==> config.mk <==
export PLATFORM = sky130hd
export DESIGN_NAME = cv32e40p_ft_err_counter_bank
export DESIGN_NICKNAME = d
export VERILOG_FILES = /design/src/rtl/cv32e40p_ft_err_counter_bank.sv
export SDC_FILE = /design/constraint.sdc
export NUM_CORES = 2
export LEC_CHECK = 0
export ABC_AREA = 1
export BUFFER_PORTS_ARGS = -buffer_cell sky130_fd_sc_hd__buf_2
export CAP_MARGIN = 30
export CORE_MARGIN = 2
export CORE_UTILIZATION = 35
export CTS_CLUSTER_DIAMETER = 60
export DETAILED_ROUTE_END_ITERATION = 12
export HOLD_SLACK_MARGIN = 0.1
export PLACE_DENSITY = 0.55
export SKIP_CTS_REPAIR_TIMING = 1
export SLEW_MARGIN = 0
export SYNTH_ARGS = -nofsm -noshare
export SYNTH_HDL_FRONTEND = slang
export SYNTH_SLANG_ARGS = --single-unit
==> constraint.sdc <==
create_clock -name clk -period 6.15 [get_ports clk]
set_input_delay 1.23 -clock clk [delete_from_list [all_inputs] [get_ports clk]]
set_output_delay 1.23 -clock clk [all_outputs]
set_load 0.01 [all_outputs]
==> src/rtl/cv32e40p_ft_err_counter_bank.sv <==
// Leaky-bucket error counters per (replica, operation class) for the fault-tolerant ALU.
// Replicas whose count reaches THRESHOLD are flagged for removal, limited by a per-class budget.
module cv32e40p_ft_err_counter_bank #(
   parameter int N_ALU       = 3,
   parameter int N_CLASS     = 14,
   parameter int CNT_W       = 7,
   parameter int INC         = 1,
   parameter int DEC         = 2,
   parameter int THRESHOLD   = 16,
   parameter int MAX_REMOVED = 1
) (
   input  logic                         clk,
   input  logic                         rst,
   input  logic                         valid_i,
   input  logic [$clog2(N_CLASS)-1:0]   class_i,
   input  logic [N_ALU-1:0]             err_i,
   input  logic                         clear_i,
   input  logic [$clog2(N_ALU)-1:0]     rd_alu_i,
   input  logic [$clog2(N_CLASS)-1:0]   rd_class_i,
   output logic [CNT_W-1:0]             rd_cnt_o,
   output logic [N_ALU*N_CLASS-1:0]     remove_o,
   output logic                         any_remove_o,
   output logic                         budget_block_o
);

   localparam int CLS_W = $clog2(N_CLASS);
   localparam int ALU_W = $clog2(N_ALU);
   localparam int NB    = N_ALU * N_CLASS;

   localparam logic [CNT_W-1:0] CNT_MAX = {CNT_W{1'b1}};
   localparam logic [CNT_W-1:0] THR_C   = CNT_W'(THRESHOLD);
   localparam logic [CNT_W:0]   INC_C   = (CNT_W + 1)'(INC);
   localparam logic [CNT_W:0]   DEC_C   = (CNT_W + 1)'(DEC);

   if (N_ALU < 2) begin : g_bad_alu
      $error("N_ALU must be at least 2");
   end
   if (THRESHOLD < 1 || THRESHOLD > (2 ** CNT_W) - 1) begin : g_bad_thr
      $error("THRESHOLD out of range 1..2^CNT_W-1");
   end
   if ((N_ALU > 2 && MAX_REMOVED > N_ALU - 2) || (N_ALU == 2 && MAX_REMOVED > 1)) begin : g_bad_budget
      $error("MAX_REMOVED would leave the voter without enough replicas");
   end

   logic [CNT_W-1:0] cnt_q [N_ALU][N_CLASS];
   logic [CNT_W-1:0] cnt_d [N_ALU][N_CLASS];
   logic [NB-1:0]    rem_q, rem_d;
   logic             block_q, block_d;
   logic [CNT_W-1:0] rd_cnt_q, rd_cnt_d;

   function automatic logic [CNT_W-1:0] sat_inc(input logic [CNT_W-1:0] v);
      logic [CNT_W:0] s;
      s = {1'b0, v} + INC_C;
      return (s > {1'b0, CNT_MAX}) ? CNT_MAX : s[CNT_W-1:0];
   endfunction

   function automatic logic [CNT_W-1:0] sat_dec(input logic [CNT_W-1:0] v);
      logic [CNT_W:0] s;
      s = {1'b0, v} - DEC_C;
      return ({1'b0, v} < DEC_C) ? '0 : s[CNT_W-1:0];
   endfunction

   // An out-of-range class_i matches no loop index, so the operation is ignored.
   always_comb begin
      int               n_rem;
      int               n_grant;
      logic [CNT_W-1:0] nxt;
      // NOTE: every combinational output gets a default first so no latch is inferred.
      cnt_d   = cnt_q;
      rem_d   = rem_q;
      block_d = 1'b0;
      n_rem   = 0;
      n_grant = 0;
      nxt     = '0;
      if (clear_i) begin
         for (int u = 0; u < N_ALU; u++) begin
            for (int c = 0; c < N_CLASS; c++) begin
               cnt_d[u][c] = '0;
            end
         end
         rem_d = '0;
      end else if (valid_i) begin
         for (int c = 0; c < N_CLASS; c++) begin
            if (class_i == CLS_W'(c)) begin
               n_rem = 0;
               for (int u = 0; u < N_ALU; u++) begin
                  n_rem += rem_q[u*N_CLASS + c] ? 1 : 0;
               end
               n_grant = 0;
               // Ascending scan gives the lowest index priority on a tie.
               for (int u = 0; u < N_ALU; u++) begin
                  if (!rem_q[u*N_CLASS + c]) begin
                     nxt         = err_i[u] ? sat_inc(cnt_q[u][c]) : sat_dec(cnt_q[u][c]);
                     cnt_d[u][c] = nxt;
                     if (nxt >= THR_C) begin
                        if (n_rem + n_grant < MAX_REMOVED) begin
                           rem_d[u*N_CLASS + c] = 1'b1;
                           n_grant++;
                        end else begin
                           block_d = 1'b1;
                        end
                     end
                  end
               end
            end
         end
      end
   end

   // Readout samples the pre-update state; unmatched selects fall through to zero.
   always_comb begin
      rd_cnt_d = '0;
      for (int u = 0; u < N_ALU; u++) begin
         for (int c = 0; c < N_CLASS; c++) begin
            if (rd_alu_i == ALU_W'(u) && rd_class_i == CLS_W'(c)) begin
               rd_cnt_d = cnt_q[u][c];
            end
         end
      end
   end

   // NOTE: sequential state uses non-blocking assignments only.
   always_ff @(posedge clk) begin
      if (rst) begin
         // NOTE: the counter array is plain flops, not RAM, so it is reset like any register.
         for (int u = 0; u < N_ALU; u++) begin
            for (int c = 0; c < N_CLASS; c++) begin
               cnt_q[u][c] <= '0;
            end
         end
         rem_q    <= '0;
         block_q  <= 1'b0;
         rd_cnt_q <= '0;
      end else begin
         cnt_q    <= cnt_d;
         rem_q    <= rem_d;
         block_q  <= block_d;
         rd_cnt_q <= rd_cnt_d;
      end
   end

   assign rd_cnt_o       = rd_cnt_q;
   assign remove_o       = rem_q;
   assign any_remove_o   = |rem_q;
   assign budget_block_o = block_q;

endmodule

==> impl_metrics.toml <==
[power]
peakVddDrop_mv = 0.2103
cellInternalPower_mw = 4.189
swShare_pct = 27.80
power_density_nw_per_um2 = 175.7
pwr-share-comb_pct = 9.7
leakage_nw = 15.46
seqPwrFrac_pct = 39.2
netSwitchingPower_mw = 1.613
pwr-share-clk_pct = 51.1

[floorplan]
initial_core_util_pct = 35.45
fp.dieArea_um2 = 87380
io_pins = 68
dieWidth_um = 295.6
die_height_um = 295.6
rows = 106
core_area_um2 = 83950

[worst_setup_path]
slowest_stage = "dfxtp_1"
critPathBufInv = 6
cp_slowest_stage_delay_ns = 0.49
cp.arrival_ns = 6.06
critPathTopFamily = "simple AND/OR/NAND/NOR gates"
cp-end-kind = "flip-flop"
crit_fanout = 6
crit_path_start_kind = "flip-flop"
worstSetupPathType = "flip-flop to flip-flop"
required_ns = 6.62

[timing]
timing.fmax_ghz = 0.1789
maxSlewHeadroom_pct = 32.66
worst_clock_skew_ns = 0.01585
period_minus_slack_ns = 5.590
grt_setup_unrepaired = "no"
fin_crit_sh_pct = 90.90
maxSlewViolCount = 0
fin_hold_ws_ns = 0.5240
tns_ns = 0
setup_violations = 0
worst_pin_slew_ns = 1.010
hold_viol_final = 0
setup_slack_ns = 0.5596

[placed_design]
placed_area_um2 = 31370
dp_hpwl_mm = 77.13
dp_slack_ns = 0.2151
place.gp.congestion = 0.9410
io_buffer_count = 67

[clock_tree]
cts_max_path_buffers = 3
cts_root_buf = "clkbuf_16"
htree_num_levels = 2
cts_tree = "done"
clkTransAtPathRegs_ns = 0.06
cts_num_sinks = 344
cts_made_buffers = 51
worstSkewPairLatency_ns = 0.61

[route]
routed.top_layer = "met5"
wl_met1_mm = 48.33
ant_nets = 0
firstDrtPassIters = 6
drt-wirelength-per-cell_um = 17.14
met2RoutedLength_mm = 42.65
via_per_inst = 5.204
drcViolationCount = 0
met3_length_mm = 6.932
wirelength_mm = 101.7
vias = 30874
first_iter_violations = 2657

[final_layout]
drive_gt1_share_pct = 4.459
syn_to_final_growth_pct = 10.97
antenna_cells = 0
fin_util_pct = 39.34
fin_area_um2 = 33020
nets = 5018

[grt]
grtUsageTotal_pct = 22.96
globalRouteOverflowTotal = 0
grt_pass1_vias = 27942
grt_max_degree = 130
grt_pass1_wl_mm = 159.4
antenna_found_initial = 6

[hold_path]
worstHoldPathType = "flip-flop to flip-flop"

[run]
max-cap-violations = 0

[synthesis]
synth_edf_count = 0
synth_area_leader_cell = "dfxtp_1"
seq_area_frac_synth_pct = 23.14
synth_cell_types = 48
synth_area_per_cell_um2 = 6.294
yosysTopAreaCellShare_pct = 23.14
synth-main-ff-cell = "dfxtp_1"
synthArstFlopShare_pct = 0
yosys_warnings = 0
synthTopCellsByArea = "dfxtp_1, nand2_1, inv_1"
synth_seq_cells = 344
synth_nets = 4984
synthCells = 4728
syn_area_um2 = 29760

[run_status]
outcome = "complete, no violations"
[stage by stage]
step	total power, mW	instances
after floorplan	2.679	4728
after global placement	2.878	5842
after detailed placement	2.878	5843
after CTS	5.867	5933
after global routing	6.020	5933
final	5.802	5933
[registers in the layout, indices dropped and copies added (netlist names)]
name	flops
rd_cnt_o	7
budget_block_o	1
cnt_q	294
remove_o	42
[power groups by stage]
stage	registers, mW	clock network (mW)	logic [mW]
global route	2.28	3.12	0.629
global placement	2.32	0	0.557
floorplan	2.31	0	0.368
CTS	2.27	3.03	0.560
detailed placement	2.32	0	0.557
finish	2.27	2.96	0.563
[cell usage after synthesis, types with 5 or more instances]
cell type,number
nor3_1,122
o21ai_0,485
dfxtp_1,344
a22oi_1,14
nor2_1,479
a211oi_1,54
nand2_1,934
a21oi_1,407
o22ai_1,6
or3_1,19
buf_1,20
clkbuf_1,97
a32o_1,11
inv_1,774
nor2_2,9
nand3_1,109
a31oi_1,75
ha_1,211
xor2_1,211
xnor2_1,41
o31ai_1,14
nor4_1,15
a221oi_1,5
a22o_1,8
nand4_1,142
fa_1,28
o211ai_1,33
clkinv_1,11
[final cells by class]
class / count / area, um^2
clock buffer: 69 / 1424
clock inverter: 21 / 226.5
fill: 9024 / 50930
inverter: 790 / 2975
multi-input combinational: 3473 / 19450
sequential: 344 / 6887
tap: 1134 / 1419
timing repair buffer: 102 / 645.6
[final timing paths]
check	from	end	slack, ns	cells after the start
worst max-delay path	cnt_q[282]	budget_block_o	0.56	30
worst min-delay path	cnt_q[133]	cnt_q[133]	0.52	2
worst max register to register	cnt_q[282]	budget_block_o	0.56	30
worst min register to register	cnt_q[133]	cnt_q[133]	0.52	2
[cell families after synthesis]
family / after synthesis / synth area share (%)
AND/OR/NAND/NOR: 1843 / 26.01
AO/OA/AOI/OAI: 1135 / 20.99
buffers and inverters: 911 / 11.54
flip-flops: 344 / 23.14
XOR/XNOR: 252 / 7.416
adder cells (fa/ha/maj): 239 / 10.75
multiplexers: 4 / 0.1513
[worst reg2reg max path, delay by kind of cell, from the launching register on]
family	cells	cell delay, ns
AOI/OAI and AO/OA	3	0.32
buffers and inverters	6	0.52
muxes	1	0.26
and+or+nand+nor	14	2.15
adders and majority gates	6	1.69
DFF	1	0.49
[placed cells by master, fill, tap and decap left out, drive strengths merged, types with 5 or more instances in the layout]
cell type  instances
ha               211
nand4            142
a211oi            54
a32o              11
xor2             211
dfxtp            344
nor2             492
inv              781
o21ai            488
fa                28
xnor2             41
nand3            109
or3               19
a221oi             5
buf              102
clkinv            25
nor4              15
a22o               8
o211ai            33
nor3             122
a31oi             75
o22ai              6
o31ai             14
a22oi             14
clkbuf            69
a21oi            407
nand2            935
[per-layer routing]
metal	vias up	track usage [%]
li1	15631	-
met1	14199	32.34
met2	879	35.14
met3	157	3.864
met4	8	8.048
met5	-	0
Note: power is estimated with default switching activity, not from simulation.
